<file path="src/rtl/elbeth_pkg.sv">
// Shared definitions for the elbeth pipeline controller: trap cause codes,
// next-PC mux encodings, data access sizes and the data-port FSM states.
package elbeth_pkg;

    // Trap cause codes reported on except_cause.
    localparam int unsigned CAUSE_FETCH_TIMEOUT = 1;
    localparam int unsigned CAUSE_MISALIGN      = 4;
    localparam int unsigned CAUSE_DATA_TIMEOUT  = 5;

    // Next-PC mux selection.
    typedef enum logic [1:0] {
        PC_SEQ    = 2'd0,
        PC_BRANCH = 2'd1,
        PC_TRAP   = 2'd2
    } pc_sel_t;

    // Data access size on dmem_size.
    typedef enum logic [1:0] {
        SIZE_BYTE = 2'd0,
        SIZE_HALF = 2'd1,
        SIZE_WORD = 2'd2
    } dmem_size_t;

    // Data-port FSM state encoding.
    typedef enum logic [1:0] {
        DS_IDLE = 2'd0,
        DS_WAIT = 2'd1,
        DS_ERR  = 2'd2
    } dmem_state_t;

    // A half access must be 2-byte aligned, a word access 4-byte aligned.
    // Bytes and the unused size code are never misaligned.
    function automatic logic is_misaligned(input logic [1:0] size,
                                           input logic [1:0] addr_lo);
        logic bad;
        bad = 1'b0;
        if (size == SIZE_HALF) begin
            bad = addr_lo[0];
        end else if (size == SIZE_WORD) begin
            bad = (addr_lo != 2'b00);
        end
        return bad;
    endfunction

endpackage

</file>
<file path="src/rtl/elbeth_watchdog.sv">
// Saturating cycle counter used to time out an outstanding memory request.
// expired stays high while the count sits at TIMEOUT; clr has priority.
module elbeth_watchdog #(
    parameter int TIMEOUT = 16
) (
    input  logic clk,
    input  logic rst_n,
    input  logic cnt_en,
    input  logic clr,
    output logic expired
);

    localparam logic [7:0] LIMIT = 8'(TIMEOUT);

    logic [7:0] count;

    // Count waiting cycles, holding at the limit instead of wrapping.
    always_ff @(posedge clk or negedge rst_n) begin
        if (!rst_n) begin
            count <= '0;
        end else if (clr) begin
            count <= '0;
        end else if (cnt_en && (count != LIMIT)) begin
            count <= count + 8'd1;
        end
    end

    assign expired = (count == LIMIT);

endmodule

</file>
<file path="src/rtl/elbeth_pipe_ctrl.sv">
// Pipeline control for the elbeth core: per-stage stall/flush, PC hold and
// next-PC select, trap generation with one recovery cycle, and retire.
// Define ELBETH_PIPE_CTRL_WATCHDOG_EN to build the imem/dmem watchdogs and
// the data-port ERR state; without it a memory wait stalls indefinitely.
//
// Handshake: a memory request is outstanding while its *_en is high and
// its *_ready is low; the cycle *_ready is high the access completes and
// no stall is raised for it.
module elbeth_pipe_ctrl
    import elbeth_pkg::*;
#(
    parameter int STAGES  = 3,
    parameter int TIMEOUT = 16,
    parameter int CAUSE_W = 4
) (
    input  logic               clk,
    input  logic               rst,
    input  logic               imem_en,
    input  logic               imem_ready,
    input  logic               dmem_en,
    input  logic               dmem_ready,
    input  logic [1:0]         dmem_addr_lo,
    input  logic [1:0]         dmem_size,
    input  logic               id_load_use,
    input  logic               id_branch_taken,
    input  logic               exs_exception,
    input  logic [CAUSE_W-1:0] exs_cause,
    output logic [STAGES-1:0]  stall,
    output logic [STAGES-1:0]  flush,
    output logic               pc_stall,
    output logic [1:0]         pc_select,
    output logic               except_valid,
    output logic [CAUSE_W-1:0] except_cause,
    output logic               retire,
    output dmem_state_t        dmem_state
);

    localparam logic [STAGES-1:0] ALL_STAGES = {STAGES{1'b1}};
    // IF and ID (bits 0 and 1).
    localparam logic [STAGES-1:0] FRONT_PAIR = STAGES'(2'b11);
    // Stage 2 receives the load-use bubble; absent in a two-stage pipe.
    localparam logic [STAGES-1:0] BUBBLE_STG = STAGES'(3'b100);

    // Out-of-range parameters leave this marker block in the hierarchy.
    if ((STAGES < 2) || (STAGES > 5) || (TIMEOUT < 2) || (TIMEOUT > 255)) begin : g_illegal_params
    end

    dmem_state_t        state_q;
    logic               recovery_q;

    logic               misalign;
    logic               dmem_req_new;
    logic               dmem_launch;
    logic               dmem_wait_pending;
    logic               imem_pending;
    logic               mem_stall;
    logic               imem_timeout;
    logic               dmem_timeout;
    logic               dmem_wd_expired;
    logic               trap_req;
    logic               trap_fire;
    logic [CAUSE_W-1:0] trap_cause;

    logic [STAGES-1:0]  stall_raw;
    logic [STAGES-1:0]  stall_c;
    logic [STAGES-1:0]  flush_c;
    logic               pc_stall_c;
    logic [1:0]         pc_select_c;
    logic               except_c;

    // Alignment is only judged when a new access is presented in IDLE.
    assign misalign          = dmem_en && (state_q == DS_IDLE) &&
                               is_misaligned(dmem_size, dmem_addr_lo);
    assign dmem_req_new      = dmem_en && !dmem_ready && !misalign &&
                               (state_q == DS_IDLE);
    // A flushed EXS access never launches.
    assign dmem_launch       = dmem_req_new && !trap_fire;
    assign dmem_wait_pending = (state_q == DS_WAIT) && !dmem_ready;
    assign imem_pending      = imem_en && !imem_ready;
    assign mem_stall         = imem_pending || dmem_req_new || dmem_wait_pending;

`ifdef ELBETH_PIPE_CTRL_WATCHDOG_EN
    logic imem_wd_en;
    logic imem_wd_clr;
    logic dmem_wd_en;
    logic dmem_wd_clr;

    // A trap flushes IF, so the fetch in flight is dropped with it.
    assign imem_wd_en  = imem_pending;
    assign imem_wd_clr = !imem_pending || trap_fire;
    // The launch cycle counts, so ERR follows TIMEOUT-1 full WAIT cycles
    // plus the expiry cycle.
    assign dmem_wd_en  = dmem_launch || dmem_wait_pending;
    assign dmem_wd_clr = !dmem_wd_en;

    elbeth_watchdog #(.TIMEOUT(TIMEOUT)) u_imem_wd (
        .clk     (clk),
        .rst_n   (rst),
        .cnt_en  (imem_wd_en),
        .clr     (imem_wd_clr),
        .expired (imem_timeout)
    );

    elbeth_watchdog #(.TIMEOUT(TIMEOUT)) u_dmem_wd (
        .clk     (clk),
        .rst_n   (rst),
        .cnt_en  (dmem_wd_en),
        .clr     (dmem_wd_clr),
        .expired (dmem_wd_expired)
    );

    assign dmem_timeout = (state_q == DS_ERR);
`else
    assign imem_timeout    = 1'b0;
    assign dmem_wd_expired = 1'b0;
    assign dmem_timeout    = 1'b0;
`endif

    assign trap_req  = exs_exception || misalign || dmem_timeout || imem_timeout;
    assign trap_fire = trap_req && !recovery_q;

    // Pick the winning trap cause: exception, misalign, data, fetch timeout.
    always_comb begin
        trap_cause = '0;
        if (exs_exception) begin
            trap_cause = exs_cause;
        end else if (misalign) begin
            trap_cause = CAUSE_W'(CAUSE_MISALIGN);
        end else if (dmem_timeout) begin
            trap_cause = CAUSE_W'(CAUSE_DATA_TIMEOUT);
        end else if (imem_timeout) begin
            trap_cause = CAUSE_W'(CAUSE_FETCH_TIMEOUT);
        end
    end

    // Pipeline control decode: trap > memory stall > branch > load-use.
    always_comb begin
        stall_raw   = '0;
        flush_c     = '0;
        pc_stall_c  = 1'b0;
        pc_select_c = PC_SEQ;
        except_c    = 1'b0;
        if (trap_fire) begin
            flush_c     = ALL_STAGES;
            pc_select_c = PC_TRAP;
            except_c    = 1'b1;
        end else if (mem_stall) begin
            stall_raw  = ALL_STAGES;
            pc_stall_c = 1'b1;
        end else if (id_branch_taken) begin
            pc_select_c = PC_BRANCH;
            flush_c     = FRONT_PAIR;
        end else if (id_load_use) begin
            pc_stall_c = 1'b1;
            stall_raw  = FRONT_PAIR;
            flush_c    = BUBBLE_STG;
        end
    end

    // A flushed stage never also holds.
    assign stall_c = stall_raw & ~flush_c;

    // Data-port FSM: IDLE -> WAIT on an accepted unready access, back on ready.
    always_ff @(posedge clk or negedge rst) begin
        if (!rst) begin
            state_q <= DS_IDLE;
        end else begin
            case (state_q)
                DS_IDLE: begin
                    if (dmem_launch) begin
                        state_q <= DS_WAIT;
                    end
                end
                DS_WAIT: begin
                    if (dmem_ready) begin
                        state_q <= DS_IDLE;
                    end else if (dmem_wd_expired) begin
                        state_q <= DS_ERR;
                    end
                end
`ifdef ELBETH_PIPE_CTRL_WATCHDOG_EN
                DS_ERR: begin
                    state_q <= DS_IDLE;
                end
`endif
                default: begin
                    state_q <= DS_IDLE;
                end
            endcase
        end
    end

    // Trap bookkeeping and retire: recovery window, held cause, retire pulse.
    always_ff @(posedge clk or negedge rst) begin
        if (!rst) begin
            recovery_q   <= 1'b0;
            except_cause <= '0;
            retire       <= 1'b0;
        end else begin
            recovery_q <= trap_fire;
            retire     <= !stall_c[STAGES-1] && !flush_c[STAGES-1] && !trap_fire;
            if (trap_fire) begin
                except_cause <= trap_cause;
            end
        end
    end

    // Combinational outputs are forced low for the whole reset interval.
    assign stall        = rst ? stall_c     : '0;
    assign flush        = rst ? flush_c     : '0;
    assign pc_stall     = rst ? pc_stall_c  : 1'b0;
    assign pc_select    = rst ? pc_select_c : 2'b00;
    assign except_valid = rst ? except_c    : 1'b0;
    assign dmem_state   = state_q;

endmodule

</file>
<file path="config.mk">
export PLATFORM = sky130hd
export DESIGN_NAME = elbeth_pipe_ctrl
export DESIGN_NICKNAME = d
export VERILOG_FILES = /design/src/rtl/elbeth_pkg.sv /design/src/rtl/elbeth_watchdog.sv /design/src/rtl/elbeth_pipe_ctrl.sv
export SDC_FILE = /design/constraint.sdc
export NUM_CORES = 1
export LEC_CHECK = 0
export CAP_MARGIN = 0
export CELL_PAD_IN_SITES_DETAIL_PLACEMENT = 1
export CELL_PAD_IN_SITES_GLOBAL_PLACEMENT = 1
export CORE_ASPECT_RATIO = 1.25
export CORE_MARGIN = 2
export CORE_UTILIZATION = 22
export DETAILED_ROUTE_END_ITERATION = 8
export HOLD_SLACK_MARGIN = 0.1
export PLACE_DENSITY = 0.83
export SLEW_MARGIN = 10
export SYNTH_ARGS = -nofsm -noshare
export SYNTH_HDL_FRONTEND = slang
export SYNTH_HIERARCHICAL = 1
export SYNTH_SLANG_ARGS = --single-unit
</file>
<file path="constraint.sdc">
create_clock -name clk -period 1.81 [get_ports clk]
set_input_delay 0.362 -clock clk [delete_from_list [all_inputs] [get_ports clk]]
set_output_delay 0.362 -clock clk [all_outputs]
set_load 0.05 [all_outputs]
</file>
# == Yosys cells after proc, flatten, opt, wreduce, memory -nomap -nowiden ==
# Cells that the tools add are included.
# Widths: inputs -> output; s select.
# classes
eq_ne,5
bitwise,2
muxes,28
n_reduce_logical,24
# ops
operator,count
$mux 3,9
$mux 2,6
$logic_and 1x1->1,11
$mux 1,11
$logic_not 1->1,7
$eq 2x1->1 const B,2
$mux 4,1
$ne 2x2->1 const B,2
$pmux 2 s2,1
$and 3x3->3,1
$logic_or 1x1->1,3
$not 3->3,1
$eq 2x2->1 const B,1
$logic_not 2->1,1
$reduce_and 2->1,1
$reduce_bool 2->1,1
# totals
inputBits,17
reg_bits,8
output_inout_bits,17
wordCells,63

# == Longest topological paths before layout ==
# Gate-level depths: netlist of run 1.
# logic_depth
ltp_word,16
depth_mapped,6
ltp_nobuf,5

# == Worst setup path after synthesis of run 1 ==
# No wires, ideal clock.
# synth_path
kind,flip-flop to output port
start,reg state_q[0] (netlist: dmem_state[0])
end,out stall[2]
path_buffers,0
path_stages_with_launch,5
arrival_ps,2321
path_slack_ps,-873
required_ps,1448
cell_sequence,dfrtp_1 and2b_1 o21bai_1 o21ai_0 a21boi_0
# synth_via
elab_chain_cells,13
elab_cells_between_ends,19
cone_classes,eq/ne (1); mux (5); bitwise (2); reduce/logical (11)
# synth_lines
item,line_no,source
"start, declared",elbeth_pipe_ctrl.sv:48,dmem_state_t state_q;
"start signal, assigned",elbeth_pipe_ctrl.sv:166,state_q <= DS_IDLE;
"start signal, assigned",elbeth_pipe_ctrl.sv:171,state_q <= DS_WAIT;
"start signal, assigned",elbeth_pipe_ctrl.sv:176,state_q <= DS_IDLE;
$logic_not 2->1,"elbeth_pipe_ctrl.sv:72, elbeth_pipe_ctrl.sv:75",
$logic_and 1x1->1 (2 in a row),elbeth_pipe_ctrl.sv:72,assign misalign = dmem_en && (state_q == DS_IDLE) &&
$logic_not 1->1,elbeth_pipe_ctrl.sv:74,assign dmem_req_new = dmem_en && !dmem_ready && !misalign &&
$logic_and 1x1->1 (2 in a row),elbeth_pipe_ctrl.sv:74,
$logic_or 1x1->1 (2 in a row),elbeth_pipe_ctrl.sv:80,assign mem_stall = imem_pending || dmem_req_new || dmem_wait_pending;
$mux 3,elbeth_pipe_ctrl.sv:147,end else if (mem_stall) begin
$mux 3,elbeth_pipe_ctrl.sv:143,if (trap_fire) begin
$not 3->3,elbeth_pipe_ctrl.sv:161,assign stall_c = stall_raw & ~flush_c;
$and 3x3->3 *,elbeth_pipe_ctrl.sv:161,
$mux 3 *,elbeth_pipe_ctrl.sv:209,assign stall = rst ? stall_c : '0;
"end, declared",elbeth_pipe_ctrl.sv:28,"output logic [STAGES-1:0] stall,"
# Every way passes the cells marked *; elsewhere a longest branch is shown, timed or not.

# == Worst setup path after layout of run 1 ==
# layout_path
start,reg state_q[0] (netlist: dmem_state[0])
end,out flush[1]
# layout_via
elab_chain_cells,11
elab_cells_between_ends,15
cone_classes,eq/ne (1); mux (3); reduce/logical (11)
# layout_lines
item,line_no,source
$logic_not 2->1,"elbeth_pipe_ctrl.sv:72, elbeth_pipe_ctrl.sv:75",
$logic_and 1x1->1 (2 in a row),elbeth_pipe_ctrl.sv:72,
$logic_not 1->1,elbeth_pipe_ctrl.sv:74,
$logic_and 1x1->1 (2 in a row),elbeth_pipe_ctrl.sv:74,
$logic_or 1x1->1 (2 in a row),elbeth_pipe_ctrl.sv:80,
$mux 3,elbeth_pipe_ctrl.sv:147,
$mux 3 *,elbeth_pipe_ctrl.sv:143,
$mux 3 *,elbeth_pipe_ctrl.sv:210,assign flush = rst ? flush_c : '0;
"end, declared",elbeth_pipe_ctrl.sv:29,"output logic [STAGES-1:0] flush,"
# Marks and branches as above.

==> results.sh, run 1 <==
export IMPL_slowest_delay_ps=400
export IMPL_synth_seq_cells=7
export IMPL_cts_root_buffer="clkbuf_4"
export IMPL_clock_path_buffers=2
export IMPL_clock_power_share_pct=13.8
export IMPL_fin_ws_ps=-140
export IMPL_rsz0062_at_grt="yes"
export IMPL_ys_types=28
export IMPL_antenna_found_initial=0
export IMPL_p_comb_share_pct=63.6
export IMPL_final_area_mm2=0.00109
export IMPL_async_flop_share_pct=100
export IMPL_syn_nets=65
export IMPL_setup_violations_final=10
export IMPL_routedWlPerCell_um=13.6
export IMPL_cts_buffers=3
export IMPL_p_seq_share_pct=22.5
export IMPL_rows=18
export IMPL_pwr_density_cell_mw_per_mm2=860
export IMPL_slew_violations=0
export IMPL_crit_slowest_cell="dfrtp_2"
export IMPL_critPathLaunchType="flop"
export IMPL_drt_total_wl_um=1550
export IMPL_diodes=0
export IMPL_netSwitchingFraction_pct=42.6
export IMPL_syn_avg_cell_area_um2=9.64
export IMPL_path_clk_slew_ps=50
export IMPL_cts_sinks=7
export IMPL_r2r_end="except_cause[0]"
export IMPL_setup_tns_ps=-1040
export IMPL_r2r_setup_slack_ps=430
export IMPL_status="finished with violations"
export IMPL_track_usage_pct=13.8
export IMPL_yosys_area_top_type="dfrtp_1"
export IMPL_maxCapViolCount=0
export IMPL_fmax_mhz=513
export IMPL_die_height_um=55.3
export IMPL_drcViolationCount=0
export IMPL_numPortBuffers=32
export IMPL_holdBufCountCts=0
export IMPL_fin_crit_ps=1950
export IMPL_cts_htree_levels=1
export IMPL_grt_pass1_vias=618
export IMPL_p_int_w=0.000540
export IMPL_grt_max_degree=9
export IMPL_place_area_mm2=0.00100
export IMPL_crit_family="simple AND/OR/NAND/NOR gates"
export IMPL_p_sw_w=0.000401
export IMPL_cp_cell_sequence="and2b_1, o21bai_2, or2_4, inv_6, o2bb2ai_4, buf_12"
export IMPL_first_pass_iters=2
export IMPL_r2r_cells=5
export IMPL_worstPathArrival_ps=1590
export IMPL_synth_area_leaders="dfrtp_1 (38%), a22o_1 (7.6%), buf_4 (6.5%)"
export IMPL_start_util_pct=23.4
export IMPL_clk_latency_ps=240
export IMPL_postRouteAntennaNets=0
export IMPL_overflow=0
export IMPL_cts_tree="built"
export IMPL_r2r_start="dmem_state[0]"
export IMPL_yosysSeqAreaShare_pct=37.8
export IMPL_ys_flop_type="dfrtp_1"
export IMPL_layout_drive_gt1_share_pct=59.6
export IMPL_fp_coreArea_mm2=0.00198
export IMPL_worstHoldPathType="input pin to asynchronous set/reset pin"
export IMPL_synthCells=48
export IMPL_fin_crit_sh_pct=108
export IMPL_violations="negative setup slack"
export IMPL_synth_edf_count=0
export IMPL_avgViaCountPerCell=4.62
export IMPL_die_area_mm2=0.00249
export IMPL_grt_pass1_wl_um=2620
export IMPL_ios=34
export IMPL_p_leak_nw=0.501
export IMPL_vdd_ir_drop_max_mv=0.478
export IMPL_area_delta_synth_final_pct=136
export IMPL_dp_hpwl_um=1300
export IMPL_vias=527
export IMPL_first_iter_violations=3
export IMPL_chipWidth_um=45.0
export IMPL_fin_worst_hold_slack_ps=330
export IMPL_finalNetCount=112
export IMPL_path_max_fanout=5
export IMPL_fin_util_pct=55.2
export IMPL_yosysTopAreaCellShare_pct=37.8
export IMPL_worst_path_buf_inv=2
export IMPL_gp_congestion=0.723
export IMPL_crit_type="flop to output port"
export IMPL_syn_area_um2=463
export IMPL_required_ps=1450
export IMPL_hold_viol_final=0
export IMPL_end_kind="output port"
export IMPL_skew_ps=0.237
export IMPL_yosysWarningCount=6
-- metal layers --
metal	vias to the layer above	global-route usage, %	wire length (um)
li1	258	-	-
met1	260	15.2	582
met2	9	25.1	921
met3	0	1.96	46
met4	0	5.04	0
met5	-	0	0
-- synthesized netlist by cell type, drive strengths merged, types with 2 or more instances --
master and count:
dfrtp 7, a21oi 2, o221a 2, and2 2, buf 4, nor3 2, nor2b 3, a22o 4
nor2 2, nand2 3, inv 3
-- cells by family (layout without fill, tap and decap cells) --
kind of cell / count (synthesis) / count (layout) / share of synthesized area (%)
AND/OR/NAND/NOR: 16 / 16 / 21.4
other: 1 / 1 / 0.810
XOR/XNOR: 1 / 1 / 1.89
buffers and inverters: 7 / 53 / 9.46
AO/OA/AOI/OAI: 16 / 16 / 28.6
flip-flops: 7 / 7 / 37.8
-- power by group through the flow --
stage               Combinational (W)  Clock (W)  Sequential [W]
floorplan                    0.000233          0        0.000316
global placement             0.000570          0        0.000211
detailed placement           0.000575          0        0.000215
CTS                          0.000596   0.000138        0.000212
global route                 0.000626   0.000152        0.000214
finish                       0.000599   0.000130        0.000212
-- through the flow --
stage | setup slack (ps) | cells | power, W
finish | -140 | 114 | 0.000942
global route | -201 | 114 | 0.000992
CTS | -179 | 113 | 0.000946
detailed placement | -473 | 107 | 0.000790
global placement | -467 | 107 | 0.000780
floorplan | -163 | 48 | 0.000549
-- worst max path at each step --
stage | to | cells past startpoint | startpoint
finish | flush[1] | 6 | dmem_state[0]
global route | flush[0] | 6 | dmem_state[0]
detailed placement | pc_stall | 6 | dmem_size[1]
global placement | flush[2] | 7 | dmem_size[0]
CTS | flush[1] | 6 | dmem_state[0]
floorplan | flush[1] | 6 | dmem_state[0]
-- placed cells by master (no fill, tap or decap), types with 2 or more instances in the layout --
| cell type | synthesis | layout |
|---|---|---|
| nand2_1 | 3 | 3 |
| buf_4 | 4 | 21 |
| dfrtp_1 | 7 | 6 |
| nor2b_1 | 2 | 2 |
| clkbuf_4 | 0 | 3 |
| buf_12 | 0 | 10 |
| dlygate4sd2_1 | 0 | 6 |
| o221a_4 | 0 | 2 |
| nor2_1 | 2 | 2 |
| clkdlybuf4s50_1 | 0 | 6 |
| a22o_1 | 4 | 3 |
-- cell type report --
class	instances	area (um2)
tap	20	25.0
clock buffer	4	26.3
timing repair buffer	46	497
sequential	7	176
fill	219	887
inverter	3	16.3
multi-input combinational	34	354
-- sequential cells by signal (all words and copies together) (netlist names) --
signal,cells
dmem_state,1
retire,1
except_cause,4
recovery_q,1
-- repair_timing --
| item | 4_1_cts | 5_1_grt |
|---|---|---|
| pin swaps | 9 | 4 |
| cloned | 0 | 0 |
| buffers inserted | 2 | 1 |
| endpoints found under the setup margin | 10 | 10 |
| endpoints found under the hold margin | 0 | 0 |
| resized for setup | 28 | 5 |
(Power assumes the default switching activity.)
==> run 2, diff against run 1 <==
--- a/config.mk
+++ b/config.mk
@@ -19,3 +19,4 @@
 export SYNTH_HDL_FRONTEND = slang
 export SYNTH_HIERARCHICAL = 1
 export SYNTH_SLANG_ARGS = --single-unit
+export TNS_END_PERCENT = 30
==> results.sh, run 2 (synthesized netlist as in run 1, its figures left out) <==
export IMPL_status="finished with violations"
export IMPL_violations="negative setup slack"
export IMPL_rsz0062_at_grt="yes"
export IMPL_grt_pass1_wl_um=2850
export IMPL_layout_drive_gt1_share_pct=59.1
export IMPL_die_height_um=55.3
export IMPL_fin_ws_ps=-166
export IMPL_track_usage_pct=16.6
export IMPL_worst_path_buf_inv=2
export IMPL_cts_buffers=3
export IMPL_avgViaCountPerCell=4.70
export IMPL_clk_latency_ps=250
export IMPL_cp_depth=6
export IMPL_gp_congestion=0.698
export IMPL_worstPathArrival_ps=1610
export IMPL_regMostFlops="except_cause"
export IMPL_critPathLaunchType="flop"
export IMPL_crit_start="dmem_state[0]"
export IMPL_area_delta_synth_final_pct=134
export IMPL_dp_slack_ps=-502
export IMPL_fmax_mhz=506
export IMPL_numPortBuffers=32
export IMPL_r2r_setup_slack_ps=420
export IMPL_grt_busiest_layer="met2"
export IMPL_cts_root_buffer="clkbuf_4"
export IMPL_clock_path_buffers=2
export IMPL_vdd_ir_drop_max_mv=0.506
export IMPL_cp_cell_sequence="and2b_1, o21bai_2, or2_4, inv_6, o2bb2ai_4, buf_12"
export IMPL_slew_violations=0
export IMPL_r2r_start="dmem_state[0]"
export IMPL_vias=531
export IMPL_grt_util_met3_pct=1.96
export IMPL_pwr_density_cell_mw_per_mm2=882
export IMPL_die_area_mm2=0.00249
export IMPL_diodes=0
export IMPL_setup_worst_path_end="flush[1]"
export IMPL_worstHoldPathType="input pin to asynchronous set/reset pin"
export IMPL_cts_tree="built"
export IMPL_p_leak_nw=0.498
export IMPL_first_iter_violations=4
export IMPL_drcViolationCount=0
export IMPL_crit_family="simple AND/OR/NAND/NOR gates"
export IMPL_grt_max_degree=8
export IMPL_met1_usage_pct=17.6
export IMPL_largest_reg_flops=4
export IMPL_drt_total_wl_um=1850
export IMPL_crit_slowest_cell="dfrtp_2"
export IMPL_setup_violations_final=10
export IMPL_layout_commonest_cell="buf_4"
export IMPL_start_util_pct=23.4
export IMPL_skew_ps=3.93
export IMPL_final_area_mm2=0.00108
export IMPL_fin_crit_ps=1980
export IMPL_path_clk_slew_ps=50
export IMPL_end_kind="output port"
export IMPL_fp_coreArea_mm2=0.00198
export IMPL_grt_pass1_vias=591
export IMPL_antenna_found_initial=0
export IMPL_first_pass_iters=3
export IMPL_grtUsageMet2_pct=29.2
export IMPL_holdBufCountCts=0
export IMPL_hold_viol_final=0
export IMPL_final_cell_mix="buf_4 (19), buf_12 (10), dfrtp_1 (6), clkdlybuf4s50_1 (6), dlygate4sd2_1 (6)"
export IMPL_ios=34
export IMPL_chipWidth_um=45.0
export IMPL_place_area_um2=998
export IMPL_cts_sinks=7
export IMPL_routedWlPerCell_um=16.4
export IMPL_overflow=0
export IMPL_required_ps=1450
export IMPL_r2r_end="except_cause[1]"
export IMPL_path_max_fanout=5
export IMPL_fin_worst_hold_slack_ps=377
export IMPL_finalNetCount=111
export IMPL_dp_hpwl_um=1480
export IMPL_maxCapViolCount=0
export IMPL_r2r_cells=5
export IMPL_slowest_delay_ps=400
export IMPL_cts_htree_levels=1
export IMPL_crit_type="flop to output port"
export IMPL_fin_crit_sh_pct=109
export IMPL_postRouteAntennaNets=0
export IMPL_rows=18
run 2: cell count changes in the layout (fill, tap and decap cells not counted):
cell,before,now
o21ai_2,1,0
nor2b_4,1,2
nor2b_1,2,1
buf_2,0,2
a21oi_4,1,0
clkbuf_2,1,0
a21oi_2,0,1
o21ai_1,0,1
buf_4,21,19
run 2: worst reg2reg max path, stage by stage, from the launching register on:
cell,delay [ps]
dfrtp_2,400
and2b_1,200
o21bai_2,70
or2_4,260
buf_4,150
a22o_1,190
run 2: area by class of cell:
cell class | count | area (um2)
Clock buffer | 4 | 26.3
Fill cell | 212 | 901
Inverter | 3 | 16.3
Multi-Input combinational cell | 34 | 350
Sequential cell | 7 | 176
Tap cell | 20 | 25.0
Timing Repair Buffer | 45 | 487
run 2: stage by stage:
step | TNS (ps) | cells | util [%] | power (W)
floorplan | -600 | 48 | - | 0.000545
global route | -1810 | 113 | 54.5 | 0.00101
CTS | -1400 | 113 | 53.9 | 0.000961
global placement | -4980 | 107 | 50.4 | 0.000778
detailed placement | -5610 | 107 | 50.4 | 0.000796
finish | -1240 | 113 | 54.5 | 0.000953
run 2: worst min path at each step:
stage / end / cells past startpoint
finish: except_cause[3] / 2
global route: except_cause[3] / 2
CTS: dmem_state[0] / 2
detailed placement: except_cause[2] / 1
global placement: except_cause[2] / 1
floorplan: dmem_state[0] / 0
run 2: report_power, final:
group	switching [W]	internal, W	leakage (nW)	total, W
Sequential	0.0000212	0.000191	0.0845	0.000212
Clock	0.0000564	0.0000841	0.0150	0.000140
Combinational	0.000339	0.000262	0.399	0.000601
run 2: metal layers:
metal / part of all wire (%) / up-vias
li1: - / 258
met1: 35 / 255
met2: 59 / 14
met3: 3.8 / 4
met4: 2.8 / 0
met5: 0 / -
run 2: what timing repair did:
action	CTS	global route
endpoints found under the hold margin	0	0
pin swaps	8	2
setup endpoints to repair	10	10
gates resized for setup	30	2
setup buffers	2	0
